## config.mk

```make
export PLATFORM = sky130hd
export DESIGN_NAME = w_univ_shift_reg_flat
export DESIGN_NICKNAME = d
export VERILOG_FILES = /design/src/rtl/w_univ_shift_reg_if.sv /design/src/rtl/w_univ_shift_reg.sv /design/src/flat_wrapper.sv
export SDC_FILE = /design/constraint.sdc
export NUM_CORES = 1
export LEC_CHECK = 0
export CAP_MARGIN = 20
export CORE_MARGIN = 8
export CORE_UTILIZATION = 42
export DETAILED_ROUTE_END_ITERATION = 10
export HOLD_SLACK_MARGIN = 0.03
export PLACE_DENSITY = 0.8
export SLEW_MARGIN = 20
export SYNTH_ARGS = -nofsm -noshare
export SYNTH_HDL_FRONTEND = slang
export SYNTH_SLANG_ARGS = --single-unit
```

## constraint.sdc

```tcl
create_clock -name clk -period 2 [get_ports clk]
set_input_delay 0.2 -clock clk [delete_from_list [all_inputs] [get_ports clk]]
set_output_delay 0.2 -clock clk [all_outputs]
set_load 0.02 [all_outputs]
```

## src/rtl/w_univ_shift_reg_if.sv

```systemverilog
// Bus bundle for w_univ_shift_reg: control, serial/parallel data in, and register outputs.
// The rot input exists only when W_USR_ROTATE_EN is defined.
interface w_univ_shift_reg_if #(
  parameter int WIDTH = 8
);
  logic             s_n;
  logic             r_n;
  logic [1:0]       mode;
  logic             ser_r;
  logic             ser_l;
  logic [WIDTH-1:0] d;
`ifdef W_USR_ROTATE_EN
  logic             rot;
`endif
  logic [WIDTH-1:0] q;
  logic [WIDTH-1:0] qn;
  logic             so_r;
  logic             so_l;

  modport master (
    output s_n, r_n, mode, ser_r, ser_l, d,
`ifdef W_USR_ROTATE_EN
    output rot,
`endif
    input  q, qn, so_r, so_l
  );

  modport slave (
    input  s_n, r_n, mode, ser_r, ser_l, d,
`ifdef W_USR_ROTATE_EN
    input  rot,
`endif
    output q, qn, so_r, so_l
  );
endinterface

```

## src/rtl/w_univ_shift_reg.sv

```systemverilog
// WIDTH-bit universal shift register: preset/clear, hold, bidirectional shift, parallel load,
// true and complement outputs. Define W_USR_ROTATE_EN to add the rot (rotate) input.
module w_univ_shift_reg #(
  parameter int               WIDTH      = 8,
  parameter logic [WIDTH-1:0] PRESET_VAL = {WIDTH{1'b1}}
) (
  input logic                clk,
  input logic                rst_n,
  w_univ_shift_reg_if.slave  bus
);

  localparam logic [1:0] MODE_HOLD  = 2'b00;
  localparam logic [1:0] MODE_SHR   = 2'b01;
  localparam logic [1:0] MODE_SHL   = 2'b10;
  localparam logic [1:0] MODE_LOAD  = 2'b11;

  logic [WIDTH-1:0] q_r;
  logic [WIDTH-1:0] qn_r;
  logic [WIDTH-1:0] q_next;
  logic [WIDTH-1:0] qn_next;
  logic             fill_r;
  logic             fill_l;
  logic             conflict;

  assign conflict = !bus.s_n && !bus.r_n;

`ifdef W_USR_ROTATE_EN
  assign fill_r = bus.rot ? q_r[0]       : bus.ser_r;
  assign fill_l = bus.rot ? q_r[WIDTH-1] : bus.ser_l;
`else
  assign fill_r = bus.ser_r;
  assign fill_l = bus.ser_l;
`endif

  // NOTE: every variable assigned in always_comb gets a default first, so no path leaves it unassigned and no latch is inferred.
  always_comb begin
    q_next = q_r;
    if (conflict) begin
      q_next = '1;
    end else if (!bus.s_n) begin
      q_next = PRESET_VAL;
    end else if (!bus.r_n) begin
      q_next = '0;
    end else begin
      case (bus.mode)
        MODE_LOAD: q_next = bus.d;
        MODE_SHR:  q_next = {fill_r, q_r[WIDTH-1:1]};
        MODE_SHL:  q_next = {q_r[WIDTH-2:0], fill_l};
        MODE_HOLD: q_next = q_r;
        default:   q_next = q_r;  // X/Z mode holds
      endcase
    end
  end

  // The conflict flag is the state where qn is forced high alongside q; it needs no separate flop.
  assign qn_next = conflict ? '1 : ~q_next;

  // NOTE: sequential state uses non-blocking assignments so all flops update from pre-edge values.
  always_ff @(posedge clk) begin
    if (!rst_n) begin
      q_r  <= '0;
      qn_r <= '1;
    end else begin
      q_r  <= q_next;
      qn_r <= qn_next;
    end
  end

  assign bus.q    = q_r;
  assign bus.qn   = qn_r;
  assign bus.so_r = q_r[0];
  assign bus.so_l = q_r[WIDTH-1];

endmodule
```

## src/flat_wrapper.sv

```systemverilog
// flat-port wrapper written by rule: the top's interface ports become plain ports
module w_univ_shift_reg_flat 
#(
  parameter int               WIDTH      = 8,
  parameter logic [WIDTH-1:0] PRESET_VAL = {WIDTH{1'b1}}
)
  (clk, rst_n, bus_s_n, bus_r_n, bus_mode, bus_ser_r, bus_ser_l, bus_d, bus_q, bus_qn, bus_so_r, bus_so_l);
  w_univ_shift_reg_if #(.WIDTH(WIDTH)) bus_i ();
  input logic clk;
  input logic rst_n;
  input wire logic [$bits(bus_i.s_n)-1:0] bus_s_n;
  input wire logic [$bits(bus_i.r_n)-1:0] bus_r_n;
  input wire logic [$bits(bus_i.mode)-1:0] bus_mode;
  input wire logic [$bits(bus_i.ser_r)-1:0] bus_ser_r;
  input wire logic [$bits(bus_i.ser_l)-1:0] bus_ser_l;
  input wire logic [$bits(bus_i.d)-1:0] bus_d;
  output wire logic [$bits(bus_i.q)-1:0] bus_q;
  output wire logic [$bits(bus_i.qn)-1:0] bus_qn;
  output wire logic [$bits(bus_i.so_r)-1:0] bus_so_r;
  output wire logic [$bits(bus_i.so_l)-1:0] bus_so_l;
  assign bus_i.s_n = bus_s_n;
  assign bus_i.r_n = bus_r_n;
  assign bus_i.mode = bus_mode;
  assign bus_i.ser_r = bus_ser_r;
  assign bus_i.ser_l = bus_ser_l;
  assign bus_i.d = bus_d;
  assign bus_q = bus_i.q;
  assign bus_qn = bus_i.qn;
  assign bus_so_r = bus_i.so_r;
  assign bus_so_l = bus_i.so_l;
  w_univ_shift_reg #(.WIDTH(WIDTH), .PRESET_VAL(PRESET_VAL)) u_core (.clk(clk), .rst_n(rst_n), .bus(bus_i));
endmodule
```

# After elaboration in Yosys (flattened, before gate mapping)
# Index checks and enable logic that the tools add are counted.
classes:
  n_eq_ne: 3
  n_mux: 4
  n_bitwise: 2
  reduce_logical: 5
ops:
  columns: ["op", "count"]
  rows:
  - ["one-hot mux 8 bit (4 select lines)", 1]
  - ["2-to-1 mux 8 bit", 3]
  - ["inverter 8 bit", 1]
  - ["== test 2 bit, second input constant", 2]
  - ["== test 2 x 1 -> 1 bit, second input constant", 1]
  - ["logical NOT 1 bit", 2]
  - ["logical NOT 2 bit", 1]
  - ["OR reduction 2 bit", 1]
  - ["logical AND 1 bit", 1]
  - ["inverter 1 bit", 1]
word_totals:
  reg_bits: 16
  inputBits: 16
  out_inout_bits: 18
  wordCells: 16

# Depth between registers and ports, before layout
logic_depth:
  ltp_word: 6
  ltp_mapped: 3
  mapped_depth_nobuf: 2

# Worst setup path after synthesis
# OpenSTA, ideal clock, no wires.
synth_path:
  path_kind: "register -> register"
  start: "register u_core.q_r[7], in the netlist u_core.bus.q[7]"
  end: "register u_core.q_r[6], in the netlist u_core.bus.q[6]"
  setup_time_ps: 117
  arrival_ps: 1042
  required_time_ps: 1883
  path_slack_ps: 841
  path_stages_with_launch: 3
  n_path_buf: 0
  synth_period_minus_slack_ps: 1159
  path_cell_list: "dfxtp_1 > mux4_2 > a22o_1"
synth_via:
  elab_chain_len: 4
synth_lines:
  columns: ["element", "line_no", "source"]
  rows:
  - ["start, declared", "w_univ_shift_reg.sv:17", "logic [WIDTH-1:0] q_r;"]
  - ["start signal, assigned", "w_univ_shift_reg.sv:64", "q_r <= q_next;"]
  - ["one-hot mux 8 bit (4 select lines)", "w_univ_shift_reg.sv:45", "case (bus.mode)"]
  - ["2-to-1 mux 8 bit", "w_univ_shift_reg.sv:42", "end else if (!bus.r_n) begin"]
  - ["2-to-1 mux 8 bit", "w_univ_shift_reg.sv:40", "end else if (!bus.s_n) begin"]
  - ["2-to-1 mux 8 bit", "w_univ_shift_reg.sv:38", "if (conflict) begin"]
# No other way between the ends.
# A chain may end at the register's enable or synchronous reset.

# Final worst setup path
layout_path:
  start: "register u_core.q_r[2], in the netlist u_core.bus.q[2]"
  end: "output port bus_q[2]"
layout_rtl:
  columns: ["element", "line_no", "source"]
  rows:
  - ["end, declared", "flat_wrapper.sv:17", "output wire logic [$bits(bus_i.q)-1:0] bus_q;"]
# No word-level cell between the ends.

==> results.sh <==
export IMPL_synth_cells=57
export IMPL_die_h_um=57.0
export IMPL_drive_gt1_frac=0.157
export IMPL_start_util=0.428
export IMPL_syn_to_final_growth_pct=51.0
export IMPL_post_cts_buffers=0
export IMPL_cp_slowest_cell="clkdlybuf4s50_1"
export IMPL_end_kind="output pin"
export IMPL_drt_initial_drc_count=12
export IMPL_synth_edff_count=0
export IMPL_timing_rr_start="u_core.bus.q[2]"
export IMPL_regArea_um2=320
export IMPL_hold_viol=0
export IMPL_fmax_mhz=653
export IMPL_setup_ws_ns=0.468
export IMPL_hp_class="in -> reg"
export IMPL_ioPinCount=34
export IMPL_cts_sinks=16
export IMPL_total_power_w=0.000779
export IMPL_cts_tree="done"
export IMPL_worstMarginPinSlew_ns=0.474
export IMPL_place_congestion=0.721
export IMPL_p_leak_nw=0.414
export IMPL_io_buffers=33
export IMPL_skew_ns=0.000660
export IMPL_grt_pass1_wl_mm=2.81
export IMPL_worstPathArrival_ns=1.33
export IMPL_grt_overflow=0
export IMPL_synth_seq_cells=16
export IMPL_cp_max_fo=4
export IMPL_clockRootBuffer="clkbuf_4"
export IMPL_routed_wl_mm=1.70
export IMPL_setup_tns_ns=0
export IMPL_num_fill_cells=147
export IMPL_vias_per_cell=5.61
export IMPL_synth_cell_types=19
export IMPL_drc=0
export IMPL_layout_nets=106
export IMPL_rsz0062_at_grt="no"
export IMPL_yosys_top_cells_count="dfxtp_1, a22o_1, mux4_2, o21ai_0, mux2i_1"
export IMPL_grt_pass1_vias=596
export IMPL_yosysMostFrequentCell="dfxtp_1"
export IMPL_maxSlewHeadroom=0.683
export IMPL_fp_dieW_um=57.0
export IMPL_drtAntennaViolNets=0
export IMPL_finalCoreUtilization=0.646
export IMPL_hp_start="bus_r_n"
export IMPL_cp_slowest_stage_delay_ns=0.63
export IMPL_cts_resized=0
export IMPL_peakVddDrop_v=0.000432
export IMPL_coreArea_mm2=0.00165
export IMPL_synth_nets=73
export IMPL_grt_max_degree=13
export IMPL_slew_violations=0
export IMPL_crit_buf_inv=1
export IMPL_syn_area_um2=707
export IMPL_antenna_found_initial=0
export IMPL_syn_avg_cell_area_um2=12.4
export IMPL_antenna_cells=0
export IMPL_crit_path_start="u_core.bus.q[2]"
export IMPL_synth_ff_type="dfxtp_1"
export IMPL_clkTransAtPathRegs_ns=0.10
export IMPL_path_class="reg -> out"
export IMPL_yosys_area_top_type="dfxtp_1"
export IMPL_cp_start_kind="flip-flop"
export IMPL_insertion_delay_ns=0.29
export IMPL_status="completed"
export IMPL_multiInputGateArea_um2=340
export IMPL_fin_crit_sh=0.766
export IMPL_dp_final_hpwl_mm=1.37
export IMPL_fp_dieArea_mm2=0.00325
export IMPL_ys_top_cells_by_area="dfxtp_1, mux4_2, a22o_1"
export IMPL_first_pass_iters=4
export IMPL_cp_cell_sequence="clkdlybuf4s50_1"
export IMPL_clockBufferDepth=2
export IMPL_rows=15
export IMPL_p_per_area_mw_per_mm2=730
export IMPL_grt_usage=0.105
export IMPL_cap_violations=0
export IMPL_numCtsBuffers=3
export IMPL_yosysTopAreaCellShare=0.453
export IMPL_ys_warn_count=0
export IMPL_vias=595
export IMPL_regToRegSetupSlack_ns=0.86
export IMPL_cts_hold_buf=0
export IMPL_period_needed_ns=1.53
export IMPL_yosysSeqAreaShare=0.453
export IMPL_finalSetupViolCount=0
export IMPL_ctsHtreeMaxLevel=1
export IMPL_pre_cts_ws_ns=0.297
export IMPL_path_delay_family="buffers and inverters"
export IMPL_place_inst=102
export IMPL_async_flop_share=0
export IMPL_critPathRequiredTime_ns=1.80
export IMPL_final_cells=106
export IMPL_drt_wirelength_per_cell_um=16.1
## placed cells by master, fill, tap and decap left out, drive strengths merged
| cell type | synthesis | routed |
|---|---|---|
| o21ai | 6 | 6 |
| clkdlybuf4s50 | 0 | 33 |
| clkbuf | 3 | 4 |
| nand3 | 1 | 1 |
| nand3b | 1 | 1 |
| nand2 | 1 | 1 |
| o221ai | 2 | 2 |
| buf | 4 | 2 |
| dfxtp | 16 | 16 |
| mux4 | 6 | 6 |
| nand2b | 1 | 1 |
| a22o | 6 | 6 |
| and2b | 1 | 1 |
| inv | 1 | 1 |
| mux2i | 4 | 4 |
| a221o | 2 | 2 |
| and2 | 2 | 2 |
## cells by family after synthesis
kind of cell | share of synthesized area
compound gates | 0.170
buf+inv | 0.0655
flops | 0.453
mux | 0.248
simple gates | 0.0637
## path summary, 6_finish.rpt
| path | end | depth (start not counted) |
|---|---|---|
| min reg2reg | u_core.bus.q[7] | 2 |
| min | u_core.bus.qn[0] | 3 |
| max | bus_q[2] | 1 |
| max reg2reg | u_core.bus.q[2] | 2 |
## layout make-up
class | count | share of cell area
timing repair buffer | 35 | 0.324
sequential | 16 | 0.300
clock buffer | 4 | 0.0340
multi-input combinational | 33 | 0.319
inverter | 1 | 0.00352
tap | 17 | 0.0199
## report_power, final
group / leakage (nW) / internal (W) / switching (W)
Combinational: 0.260 / 0.000115 / 0.0000861
Clock: 0.0210 / 0.000111 / 0.000109
Sequential: 0.133 / 0.000342 / 0.0000159
## through the flow
stage	instance area (um^2)	hold WS, ns
after floorplan	707	0.375
after global placement	1030	0.670
after detailed placement	1030	0.660
after CTS	1070	0.602
after global routing	1070	0.629
final	1070	0.598
## flip-flops by register name, indices dropped and copies added (netlist names)
| name | count |
|---|---|
| u_core.bus.qn | 8 |
| u_core.bus.q | 8 |
## layer usage
| metal | track usage | routed length [um] | vias to the layer above |
|---|---|---|---|
| li1 | - | - | 281 |
| met1 | 0.117 | 666 | 288 |
| met2 | 0.177 | 891 | 24 |
| met3 | 0.0443 | 126 | 2 |
| met4 | 0.0302 | 19 | 0 |
| met5 | 0 | 0 | - |
Note: power is estimated with default switching activity, not from simulation.
